### config.mk
export PLATFORM = sky130hd
export DESIGN_NAME = regfile_sb
export DESIGN_NICKNAME = d
export VERILOG_FILES = /design/src/rtl/orion_types.sv /design/src/rtl/regfile_sb.sv
export SDC_FILE = /design/constraint.sdc
export NUM_CORES = 2
export LEC_CHECK = 0
export ABC_AREA = 1
export CAP_MARGIN = 20
export CORE_MARGIN = 2
export CORE_UTILIZATION = 31
export CTS_BUF_LIST = sky130_fd_sc_hd__clkbuf_8
export CTS_CLUSTER_SIZE = 8
export DETAILED_ROUTE_END_ITERATION = 8
export DONT_BUFFER_PORTS = 1
export MAX_ROUTING_LAYER = met4
export PLACE_DENSITY = 0.49
export SLEW_MARGIN = 25
export SYNTH_ARGS = -nofsm -noshare
export SYNTH_HDL_FRONTEND = slang
export SYNTH_SLANG_ARGS = --single-unit
### constraint.sdc
create_clock -name clk_i -period 16.33 [get_ports clk_i]
set_clock_uncertainty 0.1 [all_clocks]
set_input_delay 2.4495 -clock clk_i [delete_from_list [all_inputs] [get_ports clk_i]]
set_output_delay 2.4495 -clock clk_i [all_outputs]
set_load 0.005 [all_outputs]
### src/rtl/orion_types.sv
// Core-wide architectural widths shared by the decode/writeback path.
package orion_types;
    parameter int XLEN        = 32;
    parameter int RF_IDX_BITS = 5;
    parameter int NUM_REGS    = 32;
endpackage

### src/rtl/regfile_sb.sv
// Multi-port integer register file with same-cycle write forwarding and an
// integrated busy-bit scoreboard for RAW hazard detection at decode.
module regfile_sb
    import orion_types::*;
#(
    parameter int NUM_RD_PORTS = 2,
    parameter int NUM_WR_PORTS = 1,
    parameter int CNT_BITS     = $clog2(NUM_REGS + 1)
) (
    input  logic                                      clk_i,
    input  logic                                      rst_i,
    input  logic [NUM_RD_PORTS-1:0][RF_IDX_BITS-1:0]  rs_s_i,
    output logic [NUM_RD_PORTS-1:0][XLEN-1:0]         rs_v_o,
    output logic [NUM_RD_PORTS-1:0]                   rs_rdy_o,
    input  logic [NUM_WR_PORTS-1:0]                   we_i,
    input  logic [NUM_WR_PORTS-1:0][RF_IDX_BITS-1:0]  rd_s_i,
    input  logic [NUM_WR_PORTS-1:0][XLEN-1:0]         rd_v_i,
    input  logic                                      alloc_i,
    input  logic [RF_IDX_BITS-1:0]                    alloc_rd_i,
    input  logic                                      flush_i,
    output logic [CNT_BITS-1:0]                       busy_cnt_o
);

    logic [XLEN-1:0]     regs_q [NUM_REGS];
    logic [XLEN-1:0]     regs_d [NUM_REGS];
    logic [NUM_REGS-1:0] busy_q;
    logic [NUM_REGS-1:0] busy_d;
    logic [CNT_BITS-1:0] busy_cnt;

    // Ascending port order lets the highest-numbered writer win.
    always_comb begin
        regs_d = regs_q;
        for (int unsigned w = 0; w < NUM_WR_PORTS; w++) begin
            if (we_i[w] && (rd_s_i[w] != '0)) begin
                regs_d[rd_s_i[w]] = rd_v_i[w];
            end
        end
        regs_d[0] = '0;
    end

    // Writeback clears, alloc overrides a same-cycle writeback, flush clears all.
    always_comb begin
        busy_d = busy_q;
        for (int unsigned w = 0; w < NUM_WR_PORTS; w++) begin
            if (we_i[w]) begin
                busy_d[rd_s_i[w]] = 1'b0;
            end
        end
        if (alloc_i) begin
            busy_d[alloc_rd_i] = 1'b1;
        end
        if (flush_i) begin
            busy_d = '0;
        end
        busy_d[0] = 1'b0;
    end

    always_ff @(posedge clk_i) begin
        if (rst_i) begin
            for (int unsigned r = 0; r < NUM_REGS; r++) begin
                regs_q[r] <= '0;
            end
            busy_q <= '0;
        end else begin
            regs_q <= regs_d;
            busy_q <= busy_d;
        end
    end

    always_comb begin
        rs_v_o   = '0;
        rs_rdy_o = '1;
        for (int unsigned p = 0; p < NUM_RD_PORTS; p++) begin
            if (rs_s_i[p] != '0) begin
                rs_v_o[p]   = regs_q[rs_s_i[p]];
                rs_rdy_o[p] = !busy_q[rs_s_i[p]];
                for (int unsigned w = 0; w < NUM_WR_PORTS; w++) begin
                    if (we_i[w] && (rd_s_i[w] == rs_s_i[p])) begin
                        rs_v_o[p]   = rd_v_i[w];
                        rs_rdy_o[p] = 1'b1;
                    end
                end
            end
        end
    end

    always_comb begin
        busy_cnt = '0;
        for (int unsigned r = 0; r < NUM_REGS; r++) begin
            busy_cnt = busy_cnt + CNT_BITS'(busy_q[r]);
        end
    end

    assign busy_cnt_o = busy_cnt;

endmodule

==> flow_results.org <==
** Run status
- Result of the run :: finished with violations
- Failing checks :: slew limit

** Route
- In this run the remaining antenna-violating nets after routing total 0.
- Vias after detailed routing :: 62400
- Number of iterations in the first detailed-routing pass :: 7
- The first routing iteration left 7888 violations.
- Summed over all layers, the routed wires come to 291 mm.
- In the routed layout, each cell is associated on average with a via count of 5.58.
- DRC Markers :: 0
- Routed WL per cell :: 26.1 µm

** Clock network
- Once the clock tree was built, the resizer swapped 0 gates to a different size.
- In this run the number of H-tree levels came out at 4.
- At the later pin of the worst-skew pair, clock insertion delay measures 0.93 ns.
- For this design, the sink count on the clock tree is 1023.
- Clock tree from TritonCTS :: yes
- After clock tree synthesis, the clock-pin slew on the worst setup and hold paths is 0.06 ns.
- After clock tree synthesis, the flow added hold-fix buffers numbering 0.
- Once the clock tree was built, the setup fixing pass inserted 0 buffers.
- Max Buffers Root-to-Sink :: 3
- TritonCTS Buffers :: 192
- The cell sitting at the root of the clock tree is a sky130_fd_sc_hd__clkbuf_8.

** Power
- Net switching is 29.1% of the power.
- The analysis attributes to net switching a power of 0.00171 W.
- Combinational Power Share :: 11.5%
- Dividing total power by cell area gives a power density of 95.4 nW/µm².
- Maximum resistive drop on vdd :: 0.0000837 V
- The clock network burns 45.2% of the power.
- Leakage component of the power :: 25.1 nW
- Sequential power share :: 43.3%
- Cell internal power was estimated by the tool at 0.00417 W.

** Yosys
- Sequential cells were found to cover 36.0% of the synthesized design area.
- A synthesized cell averages 6.27 µm².
- Yosys mapped the design onto 34 distinct sky130hd cell types.
- Synthesis produced a netlist with a net count of 9169.
- Leading post-synthesis cells by cell area :: sky130_fd_sc_hd__dfxtp_1, sky130_fd_sc_hd__nand2_1, sky130_fd_sc_hd__o21ai_0
- After synthesis the cells add up to 57000 µm².
- Synthesis inferred 1023 register bits.
- The synthesized design spends more area on one cell type than any other, namely sky130_fd_sc_hd__dfxtp_1.
- After synthesis, the largest area contributor takes up 36.0% of total cell area.
- Synthesis produced 9082 cells.
- For this run, the number of Yosys warnings is 0.

** Placed design
- The number of placed instances, taps included, is 10800.
- Routability-driven placement finished with a final weighted congestion of 0.886.
- Total placed instance area :: 57500 µm²
- PortBufs :: 0
- DP Wirelength :: 154 mm

** Die
- Die Height :: 433 µm
- Area of the die :: 187000 µm²
- Die Span X :: 433 µm
- In this run the core area contains 157 standard-cell rows.
- The initial utilization of the core area, before any placement, comes to 31.1%.
- For this design the top-level I/O count stands at 129.
- Area of the core :: 183000 µm²

** Worst setup path
- Number of logic stages on the critical path including buffering :: 13
- Data on the critical path is required at its endpoint by 13.78 ns.
- Largest fanout on the critical path :: 701
- Slowest CP cell :: sky130_fd_sc_hd__inv_8
- In this run the worst setup path terminates at rs_v_o[59].
- Critical path start-end classification :: in -> out
- Worst EP arrival :: 11.34 ns
- CP startpoint kind :: input port
- Critical path capture point type :: output pin
- Stage delay of the slowest cell on the critical path :: 2.99 ns
- Startpoint of the most critical register-to-register path :: regs_q[365]
- Register-to-register setup slack :: 15.45 ns
- First element of the critical path :: rs_s_i[5]
- In this design, the critical path's most frequently occurring cell is sky130_fd_sc_hd__nand2_1.
- List of cells traversed by the critical path :: inv_8, buf_4, buf_4, nand2_1, nand3_1, nand2_1, nor2_1, nand2_1, nand2_1, nand2_1, nand3_1, nand2_1, inv_1
- Counting both buffers and inverters, the worst setup path holds a total of 4.
- Worst R2R End :: regs_q[365]
- Counting cells, the worst reg-to-reg path comes to 2.
- Broken down by cell family, the worst path's largest delay share belongs to buffers and inverters.

** Timing
- Setup Total Neg Slack :: 0 ns
- Slew @ Worst Pin :: 6.54 ns
- Max-slew violation total from the final report :: 646
- Timing-limited maximum frequency :: 72.0 MHz
- Of the available clock period, the critical path in the final layout requires 85.0%.
- Slew margin rel. :: -336%
- Hold timing on the final database bottoms out at a slack of 0.363 ns.
- Final-report setup violation count :: 0
- Hold violation total from the final report :: 0
- Time the final worst path needs with I/O delays and setup :: 13.89 ns
- Unrepaired setup endpoints after global routing :: false

** Global routing
- Summed over all layers, the global routing overflow is 0.
- The number of antenna violations at the first check in global routing was 23.
- Combined global-route utilization of all metal layers :: 30.9%
- Entering global routing, the biggest net connects 816 pins.
- Via count of the first global-routing pass :: 55900
- The first global-routing pass estimated 413 mm of wire.

** Final layout
- Relative to the synthesized area, the layout overhead comes to 8.26%.
- Post-layout util :: 33.7%
- Non-filler instance count after layout :: 11200
- Post-route design area :: 61700 µm²
- The post-route netlist has 5.85% of its cells at a drive strength greater than 1.
- Fill cell count :: 19900
- Fin nets :: 8633

** Hold path
- Class of the tightest hold or removal check :: reg -> reg

** Flow run
- Reported max-cap violation count :: 0
[worst reg2reg max path, cell delays in order, from the launching register on]
cell                      delay [ns]
sky130_fd_sc_hd__dfxtp_1        0.45
sky130_fd_sc_hd__o21ai_0        0.14
sky130_fd_sc_hd__nor2_1         0.14
[synth_stat cells]
master / count
sky130_fd_sc_hd__inv_1: 645
sky130_fd_sc_hd__a31oi_1: 16
sky130_fd_sc_hd__a31oi_4: 1
sky130_fd_sc_hd__o21ai_1: 33
sky130_fd_sc_hd__o22ai_1: 4
sky130_fd_sc_hd__o21a_1: 3
sky130_fd_sc_hd__ha_1: 7
sky130_fd_sc_hd__buf_2: 241
sky130_fd_sc_hd__buf_1: 76
sky130_fd_sc_hd__clkinv_1: 5
sky130_fd_sc_hd__nand3_1: 1025
sky130_fd_sc_hd__a21oi_2: 1
sky130_fd_sc_hd__fa_1: 23
sky130_fd_sc_hd__a21oi_1: 741
sky130_fd_sc_hd__clkbuf_2: 3
sky130_fd_sc_hd__clkbuf_1: 505
sky130_fd_sc_hd__or2_2: 33
sky130_fd_sc_hd__nor2_2: 13
sky130_fd_sc_hd__a21boi_0: 3
sky130_fd_sc_hd__nor2_4: 6
sky130_fd_sc_hd__nor2_1: 1300
sky130_fd_sc_hd__nor3_2: 6
sky130_fd_sc_hd__nand3b_1: 2
sky130_fd_sc_hd__xor2_1: 2
sky130_fd_sc_hd__buf_6: 3
sky130_fd_sc_hd__nand2_1: 1695
sky130_fd_sc_hd__nand3_2: 3
sky130_fd_sc_hd__inv_2: 43
sky130_fd_sc_hd__nor3_1: 22
sky130_fd_sc_hd__buf_4: 2
sky130_fd_sc_hd__o21ai_0: 1256
sky130_fd_sc_hd__dfxtp_1: 1023
sky130_fd_sc_hd__o211ai_1: 340
sky130_fd_sc_hd__xnor2_1: 1
[power by group through the flow]
stage / clock network, W / registers (W) / logic [W]
finish: 0.00266 / 0.00255 / 0.000677
global route: 0.00280 / 0.00255 / 0.000710
CTS: 0.00269 / 0.00255 / 0.000610
detailed placement: 0 / 0.00260 / 0.000608
global placement: 0 / 0.00260 / 0.000607
floorplan: 0 / 0.00259 / 0.000494
[cell usage in the layout, fill, tap and decap left out, types with 91 or more instances in the layout]
master	synthesis	layout
sky130_fd_sc_hd__nand2_1	1695	1695
sky130_fd_sc_hd__nor2_1	1300	1286
sky130_fd_sc_hd__o21ai_0	1256	1256
sky130_fd_sc_hd__nand3_1	1025	1024
sky130_fd_sc_hd__dfxtp_1	1023	1023
sky130_fd_sc_hd__a21oi_1	741	741
sky130_fd_sc_hd__inv_1	645	698
sky130_fd_sc_hd__o211ai_1	340	340
sky130_fd_sc_hd__clkbuf_8	0	254
sky130_fd_sc_hd__buf_4	2	91
[state kept, by name, summed over array words and instances, names as in the netlist]
signal  count
regs_q    992
busy_q     31
[cell families after synthesis]
kind of cell / share of synthesized area (%)
buf+inv: 10.6
flops: 36.0
simple gates: 29.7
xor+xnor: 0.0461
compound gates: 22.7
fa+ha+maj: 0.962
[layout make-up]
type | count | area, µm² | share of cell area (%)
clock inverter | 84 | 477 | 0.773
inverter | 693 | 2650 | 4.30
clock buffer | 254 | 3500 | 5.67
timing repair buffer | 100 | 893 | 1.45
tap | 2464 | 3080 | 5.00
multi-input combinational | 6536 | 30600 | 49.5
sequential | 1023 | 20500 | 33.2
antenna | 15 | 37.5 | 0.0609
[worst min-delay path by stage]
stage,startpoint,endpoint,cells past startpoint
6_report,regs_q[422],regs_q[422],2
5_1_grt,regs_q[584],regs_q[584],2
4_1_cts,regs_q[422],regs_q[422],2
3_5_place_dp,regs_q[422],regs_q[422],2
3_3_place_gp,regs_q[755],regs_q[755],2
2_1_floorplan,regs_q[237],regs_q[237],2
[stage by stage]
stage | setup slack, ns | power, W
6_report | 2.44 | 0.00588
5_1_grt | 6.61 | 0.00605
4_1_cts | 7.55 | 0.00584
3_5_place_dp | 7.57 | 0.00321
3_3_place_gp | 7.52 | 0.00321
2_1_floorplan | 9.12 | 0.00309
[routing by layer]
layer  vias up  GRT usage (%)  wire (µm)
met5         -              -          0
met4         0           16.5      17100
met3       726           5.36      26700
met2      3389           47.7     130000
met1     29500           38.4     117000
li1      28800              -          -
No activity file was read; power rests on OpenSTA's default activity.
